`src/rtl/wb_regfile_if.sv`:
```
// wb_regfile_if
//   Bus bundle between the MEM/WB pipe register / decode stage and the
//   write-back register file.
//   slave  modport : used by wb_regfile (write-back inputs, read requests in;
//                    read data, forwarding value, write strobe, counter out)
//   master modport : used by the driving side (pipeline or testbench)
//
//   Signals:
//     wb_valid, wb_reg_write, wb_mem_to_reg  write-back control
//     data_in_a (memory), data_in_b (ALU)    write-back data candidates
//     rd_in                                  destination register index
//     rd_en_a/rs_a, rd_en_b/rs_b             read-port enables and addresses
//     rdata_a, rdata_b                       registered read data
//     wb_data, wb_we                         combinational forwarding value/strobe
//     wr_count                               committed register write counter
interface wb_regfile_if #(
    parameter int DATA_W = 32,
    parameter int ADDR_W = 5,
    parameter int CNT_W  = 32
);
    logic              wb_valid;
    logic              wb_reg_write;
    logic              wb_mem_to_reg;
    logic [DATA_W-1:0] data_in_a;
    logic [DATA_W-1:0] data_in_b;
    logic [ADDR_W-1:0] rd_in;
    logic              rd_en_a;
    logic [ADDR_W-1:0] rs_a;
    logic              rd_en_b;
    logic [ADDR_W-1:0] rs_b;
    logic [DATA_W-1:0] rdata_a;
    logic [DATA_W-1:0] rdata_b;
    logic [DATA_W-1:0] wb_data;
    logic              wb_we;
    logic [CNT_W-1:0]  wr_count;

    modport slave (
        input  wb_valid, wb_reg_write, wb_mem_to_reg,
        input  data_in_a, data_in_b, rd_in,
        input  rd_en_a, rs_a, rd_en_b, rs_b,
        output rdata_a, rdata_b, wb_data, wb_we, wr_count
    );

    modport master (
        output wb_valid, wb_reg_write, wb_mem_to_reg,
        output data_in_a, data_in_b, rd_in,
        output rd_en_a, rs_a, rd_en_b, rs_b,
        input  rdata_a, rdata_b, wb_data, wb_we, wr_count
    );
endinterface

```
`src/rtl/wb_regfile.sv`:
```
// wb_regfile
//   Write-back end of the MEM/WB stage. Selects the write-back value (memory
//   or ALU), commits it to a 2**ADDR_W x DATA_W integer register file, and
//   serves two registered read ports with write-to-read bypass. Register 0
//   always reads as zero. Counts committed writes (wraps silently).
//
//   Ports:
//     clk      rising-edge clock
//     rst      asynchronous active-low reset; clears registers, read data
//              and the write counter
//     bus      wb_regfile_if.slave (write-back inputs, read ports, wb_data,
//              wb_we, wr_count)
//
//   Optional: define WB_REGFILE_DEBUG_EN to add
//     dbg_addr (in)  / dbg_data (out): combinational, unbypassed peek at
//     regs[dbg_addr]; index 0 returns 0.
module wb_regfile #(
    parameter int DATA_W = 32,
    parameter int ADDR_W = 5,
    parameter int CNT_W  = 32
) (
    input  logic              clk,
    input  logic              rst,
    wb_regfile_if.slave       bus
`ifdef WB_REGFILE_DEBUG_EN
    ,
    input  logic [ADDR_W-1:0] dbg_addr,
    output logic [DATA_W-1:0] dbg_data
`endif
);

    localparam int DEPTH = 2 ** ADDR_W;

    logic [DATA_W-1:0] regs_q [DEPTH];
    logic [DATA_W-1:0] regs_d [DEPTH];
    logic [DATA_W-1:0] rdata_a_q, rdata_a_d;
    logic [DATA_W-1:0] rdata_b_q, rdata_b_d;
    logic [CNT_W-1:0]  wr_count_q, wr_count_d;

    logic [DATA_W-1:0] wb_data;
    logic              wb_we;

    // Valid gates everything, so X on rd_in/data in an empty slot never
    // reaches the array or the counter.
    assign wb_data = bus.wb_mem_to_reg ? bus.data_in_a : bus.data_in_b;
    assign wb_we   = bus.wb_valid & bus.wb_reg_write & (bus.rd_in != '0);

    always_comb begin
        regs_d = regs_q;
        if (wb_we) begin
            regs_d[bus.rd_in] = wb_data;
        end
    end

    // Read ports: x0 forced to zero, same-cycle write bypassed to the reader.
    always_comb begin
        rdata_a_d = rdata_a_q;
        if (bus.rd_en_a) begin
            if (bus.rs_a == '0) begin
                rdata_a_d = '0;
            end else if (wb_we && (bus.rs_a == bus.rd_in)) begin
                rdata_a_d = wb_data;
            end else begin
                rdata_a_d = regs_q[bus.rs_a];
            end
        end
    end

    always_comb begin
        rdata_b_d = rdata_b_q;
        if (bus.rd_en_b) begin
            if (bus.rs_b == '0) begin
                rdata_b_d = '0;
            end else if (wb_we && (bus.rs_b == bus.rd_in)) begin
                rdata_b_d = wb_data;
            end else begin
                rdata_b_d = regs_q[bus.rs_b];
            end
        end
    end

    always_comb begin
        wr_count_d = wr_count_q;
        if (wb_we) begin
            wr_count_d = wr_count_q + CNT_W'(1);
        end
    end

    always_ff @(posedge clk or negedge rst) begin
        if (!rst) begin
            for (int unsigned i = 0; i < DEPTH; i++) begin
                regs_q[i] <= '0;
            end
            rdata_a_q  <= '0;
            rdata_b_q  <= '0;
            wr_count_q <= '0;
        end else begin
            regs_q     <= regs_d;
            rdata_a_q  <= rdata_a_d;
            rdata_b_q  <= rdata_b_d;
            wr_count_q <= wr_count_d;
        end
    end

    assign bus.wb_data  = wb_data;
    assign bus.wb_we    = wb_we;
    assign bus.rdata_a  = rdata_a_q;
    assign bus.rdata_b  = rdata_b_q;
    assign bus.wr_count = wr_count_q;

`ifdef WB_REGFILE_DEBUG_EN
    assign dbg_data = (dbg_addr == '0) ? '0 : regs_q[dbg_addr];
`endif

endmodule

```
`src/flat_wrapper.sv`:
```
// flat-port wrapper written by rule: the top's interface ports become plain ports
module wb_regfile_flat 
#(
    parameter int DATA_W = 32,
    parameter int ADDR_W = 5,
    parameter int CNT_W  = 32
)
  (clk, rst, bus_wb_valid, bus_wb_reg_write, bus_wb_mem_to_reg, bus_data_in_a, bus_data_in_b, bus_rd_in, bus_rd_en_a, bus_rs_a, bus_rd_en_b, bus_rs_b, bus_rdata_a, bus_rdata_b, bus_wb_data, bus_wb_we, bus_wr_count);
  wb_regfile_if #(.DATA_W(DATA_W), .ADDR_W(ADDR_W), .CNT_W(CNT_W)) bus_i ();
  input  logic clk;
  input  logic rst;
  input wire logic [$bits(bus_i.wb_valid)-1:0] bus_wb_valid;
  input wire logic [$bits(bus_i.wb_reg_write)-1:0] bus_wb_reg_write;
  input wire logic [$bits(bus_i.wb_mem_to_reg)-1:0] bus_wb_mem_to_reg;
  input wire logic [$bits(bus_i.data_in_a)-1:0] bus_data_in_a;
  input wire logic [$bits(bus_i.data_in_b)-1:0] bus_data_in_b;
  input wire logic [$bits(bus_i.rd_in)-1:0] bus_rd_in;
  input wire logic [$bits(bus_i.rd_en_a)-1:0] bus_rd_en_a;
  input wire logic [$bits(bus_i.rs_a)-1:0] bus_rs_a;
  input wire logic [$bits(bus_i.rd_en_b)-1:0] bus_rd_en_b;
  input wire logic [$bits(bus_i.rs_b)-1:0] bus_rs_b;
  output wire logic [$bits(bus_i.rdata_a)-1:0] bus_rdata_a;
  output wire logic [$bits(bus_i.rdata_b)-1:0] bus_rdata_b;
  output wire logic [$bits(bus_i.wb_data)-1:0] bus_wb_data;
  output wire logic [$bits(bus_i.wb_we)-1:0] bus_wb_we;
  output wire logic [$bits(bus_i.wr_count)-1:0] bus_wr_count;
  assign bus_i.wb_valid = bus_wb_valid;
  assign bus_i.wb_reg_write = bus_wb_reg_write;
  assign bus_i.wb_mem_to_reg = bus_wb_mem_to_reg;
  assign bus_i.data_in_a = bus_data_in_a;
  assign bus_i.data_in_b = bus_data_in_b;
  assign bus_i.rd_in = bus_rd_in;
  assign bus_i.rd_en_a = bus_rd_en_a;
  assign bus_i.rs_a = bus_rs_a;
  assign bus_i.rd_en_b = bus_rd_en_b;
  assign bus_i.rs_b = bus_rs_b;
  assign bus_rdata_a = bus_i.rdata_a;
  assign bus_rdata_b = bus_i.rdata_b;
  assign bus_wb_data = bus_i.wb_data;
  assign bus_wb_we = bus_i.wb_we;
  assign bus_wr_count = bus_i.wr_count;
  wb_regfile #(.DATA_W(DATA_W), .ADDR_W(ADDR_W), .CNT_W(CNT_W)) u_core (.clk(clk), .rst(rst), .bus(bus_i));
endmodule
```
`config.mk`:
```
export PLATFORM = sky130hd
export DESIGN_NAME = wb_regfile_flat
export DESIGN_NICKNAME = d
export VERILOG_FILES = /design/src/rtl/wb_regfile_if.sv /design/src/rtl/wb_regfile.sv /design/src/flat_wrapper.sv
export SDC_FILE = /design/constraint.sdc
export NUM_CORES = 2
export LEC_CHECK = 0
export BUFFER_PORTS_ARGS = -buffer_cell sky130_fd_sc_hd__buf_2
export CAP_MARGIN = 20
export CORE_MARGIN = 1.5
export CORE_UTILIZATION = 45
export CTS_CLUSTER_DIAMETER = 60
export DETAILED_ROUTE_END_ITERATION = 8
export PLACE_DENSITY = 0.6
export SYNTH_ARGS = -nofsm -noshare
export SYNTH_HDL_FRONTEND = slang
export SYNTH_SLANG_ARGS = --single-unit
```
`constraint.sdc`:
```
create_clock -name clk -period 4 [get_ports clk]
set_clock_uncertainty 0.15 [all_clocks]
set_input_delay 0 -clock clk [delete_from_list [all_inputs] [get_ports clk]]
set_output_delay 0 -clock clk [all_outputs]
set_load 0.01 [all_outputs]
```
==> metrics.md <==
| Metric | Value |
|---|---|
| Final period utilization | 85.80% |
| Synth Register Bits | 1120 |
| Critical path origin | bus_rs_b[1] |
| Tightest Pin Transition | 1.153 ns |
| Max-cap violations | 0 |
| CTS Root Buffer Type | clkbuf_16 |
| YS warnings | 0 |
| CP Capture Type | register |
| DP Wirelength | 111.0 mm |
| Vias | 41.75k |
| Final Util | 52.42% |
| First-pass GRT wire length | 279.6 mm |
| Combinational Power Share | 20.0% |
| Total CTS buffers | 121 |
| FMAX | 0.2914 GHz |
| Setup violations, final | 0 |
| Wire per inst | 27.91 um |
| Core ar. | 0.1241 sq mm |
| Routability cong. | 0.8377 |
| DR iter-0 viols | 4616 |
| CP required | 4.48 ns |
| Seq pwr share | 44.8% |
| Critical Path Fanout Max | 21 |
| Leakage | 27.48 nW |
| Crit path DAT | 3.91 ns |
| DRC Markers | 0 |
| Worst hold slack | 0.05966 ns |
| CP startpoint kind | primary input |
| Internal | 23.86 mW |
| Sequential fraction of the synthesis area | 49.58% |
| Tot GR Track Use | 29.76% |
| RSZ-0062 raised after global routing | false |
| Via count of the first global-routing pass | 41.32k |
| CP max stage cell | or4_1 |
| DR vias/cell | 6.239 |
| Worst setup path category | primary input to register |
| Final #Nets | 5036 |
| H-tree levels | 3 |
| CTS clk-pin slew, worst paths | 0.06 ns |
| Die Wd | 357.4 um |
| Clk sinks | 1120 |
| DRT Pass-1 Iters | 5 |
| Largest cells by area after synthesis | dfrtp_1 50%, mux4_2 23%, a21oi_1 7.1%, nor2_1 5.5%, clkbuf_1 2.7% |
| Detail Route Antenna Nets | 0 |
| Avg Inst Size Synth | 11.55 sq um |
| Yosys top cell area share | 49.58% |
| Slowest cell delay on critical path | 0.60 ns |
| Cells after Synth | 4896 |
| Cell row count | 129 |
| Number of library cell types mapped by synthesis | 43 |
| Hold crit path type | primary input to register |
| Cell taking the most area after synthesis | dfrtp_1 |
| Port Buf Inserts | 214 |
| Post CTS Setup Buffer Count | 0 |
| Pwr/cell area | 515.8 mW/mm^2 |
| Fin crit period | 3.432 ns |
| Full die area | 0.1278 sq mm |
| Initial Util | 45.55% |
| Initial antenna violation count | 9 |
| Synth async-reset ratio | 100.0% |
| Area grow syn2layout | 15.09% |
| R2r startpoint | u_core.regs_q[533]$_DFFE_PN0P_ |
| Final-report hold violation count | 0 |
| Cell Count, Final, Fillers Out | 6692 |
| Top FF cell, synth | dfrtp_1 |
| Clock Power Share | 35.2% |
| Worst hold start | bus_rs_a[3] |
| Number of flops mapped to enable cells by yosys | 0 |
| Setup TNS | 0 ns |
| Status | finished clean |
| Sw Ratio | 28.89% |
| Syn Std Cell Area | 0.05653 sq mm |
| CP Cell Sequence | dlygate4sd3_1 -> buf_2 -> or4_1 -> o21ai_0 -> a311o_2 -> buf_4 -> a21oi_1 -> or4_1 -> dlygate4sd3_1 |
| Num ports | 215 |
| Layout cell share with drive strength beyond 1 | 24.18% |
| Max_slew headroom | 23.10% |
| CTS tree | yes |
| Switching power total | 9.696 mW |
| Inst Count DP | 6368 |
| Syn nets | 4983 |
| Largest net degree at the start of global routing | 151 |
| GRT Residual Overflow | 0 |
| Clock latency on the worst-skew pair | 0.75 ns |
| Detailed Route WL | 186.8 mm |
| Slew Limit Fails | 0 |
| Max IR drop VDD | 0.3900 mV |
| Die H | 357.4 um |
| Deepest clock path buffer count | 3 |
-- what timing repair did --
action                                 in CTS  in global routing
hold buffers                               93                  0
endpoints found under the hold margin    2125                  0
resized for setup                           0                  0
-- power groups by stage --
stage	combinational (mW)	sequential, mW	clock, mW
2_1_floorplan	4.68	14.7	0
3_3_place_gp	6.36	15.1	0
3_5_place_dp	6.54	15.2	0
4_1_cts	6.67	15.0	12.0
5_1_grt	7.33	15.3	12.4
6_report	6.70	15.0	11.8
-- cells by family (layout without fill, tap and decap cells) --
group | count (synthesis) | in the layout | share of synthesized area [%]
multiplexers | 606 | 606 | 23.43
AND/OR/NAND/NOR | 1243 | 1243 | 9.245
flip-flops | 1120 | 1120 | 49.58
adder cells (fa/ha/maj) | 1 | 1 | 0.02213
buffers and inverters | 624 | 781 | 4.495
other | 0 | 2 | 0
AO/OA/AOI/OAI | 1261 | 1261 | 12.59
XOR/XNOR | 41 | 41 | 0.6352
-- cell usage in the layout, fill, tap and decap left out, types with 90 or more instances in the layout --
master         instances
dfrtp_1             1120
buf_4                109
dlygate4sd3_1         90
clkbuf_16            125
inv_1                 97
a21oi_1              804
nor2_1               808
o21ai_0              194
nand2_1              212
a22oi_1              132
buf_2                206
mux4_2               574
-- critical path: cells and delay by family --
family | cells | cell delay (ns)
AND/OR/NAND/NOR | 2 | 1.11
AO/OA/AOI/OAI | 3 | 0.78
buffers and inverters | 4 | 1.99
-- layout make-up --
class | count | area, sq um
Sequential cell | 1120 | 28030
Multi-Input combinational cell | 3152 | 26640
Timing Repair Buffer | 456 | 3791
Fill cell | 10540 | 59060
Clock buffer | 176 | 3540
Inverter | 98 | 367.9
Tap cell | 1637 | 2048
Antenna cell | 2 | 5.005
Clock inverter | 51 | 641.9
-- Yosys cell counts (3+ instances only) --
cell and number:
a21o_1 63, nand4_1 10, nor4_2 11, nand2_1 217, buf_4 15, nor3_2 3
buf_1 29, xor2_1 19, nor2b_1 9, nand3_1 52, nor4_1 3, inv_1 97
clkbuf_1 413, a21oi_1 804, o21ai_0 194, nor2_1 822, a22oi_1 132, mux4_2 574
and3_1 3, buf_2 60, dfrtp_1 1120, nand2b_1 66, or4_1 4, o32a_1 39
mux2i_1 32, nor3_1 5, buf_6 9, o2111ai_1 23, xnor2_1 22, or3_1 23
and2_1 5
-- path summary, 6_finish.rpt --
kind                                                       endpoint  slack, ns  cells past startpoint
min in group asynchronous            u_core.regs_q[488]$_DFFE_PN0P_       0.48                      4
max in group asynchronous       u_core.bus.wr_count[19]$_DFFE_PN0P_       2.51                      4
worst max-delay path             u_core.bus.rdata_b[21]$_DFFE_PN0P_       0.57                      9
worst min-delay path              u_core.bus.rdata_a[7]$_DFFE_PN0P_       0.06                      5
worst max register to register   u_core.bus.rdata_b[21]$_DFFE_PN0P_       1.44                      5
worst min register to register      u_core.regs_q[1021]$_DFFE_PN0P_       0.25                      0
-- registers in the layout (all words and copies together), names as in the netlist --
signal               count
u_core.regs_q         1024
u_core.bus.wr_count     32
u_core.bus.rdata_b      32
u_core.bus.rdata_a      32
-- metal layers --
layer / up-vias / GRT usage [%] / part of all wire [%]
li1: 17930 / - / -
met4: 4 / 9.653 / 3.1
met1: 21450 / 42.71 / 42
met5: - / 0 / 0.014
met3: 371 / 7.122 / 9.7
met2: 1993 / 44.80 / 45
-- metrics by stage --
step           worst slack (ns)  area [sq um]  total power, mW
2_1_floorplan             1.854         56530            19.34
3_3_place_gp             0.9168         59750            21.42
3_5_place_dp             0.9309         59850            21.69
4_1_cts                  0.7099         65000            33.63
5_1_grt                  0.4291         65060            35.03
6_report                 0.5678         65060            33.56
No activity file was read; power rests on OpenSTA's default activity.
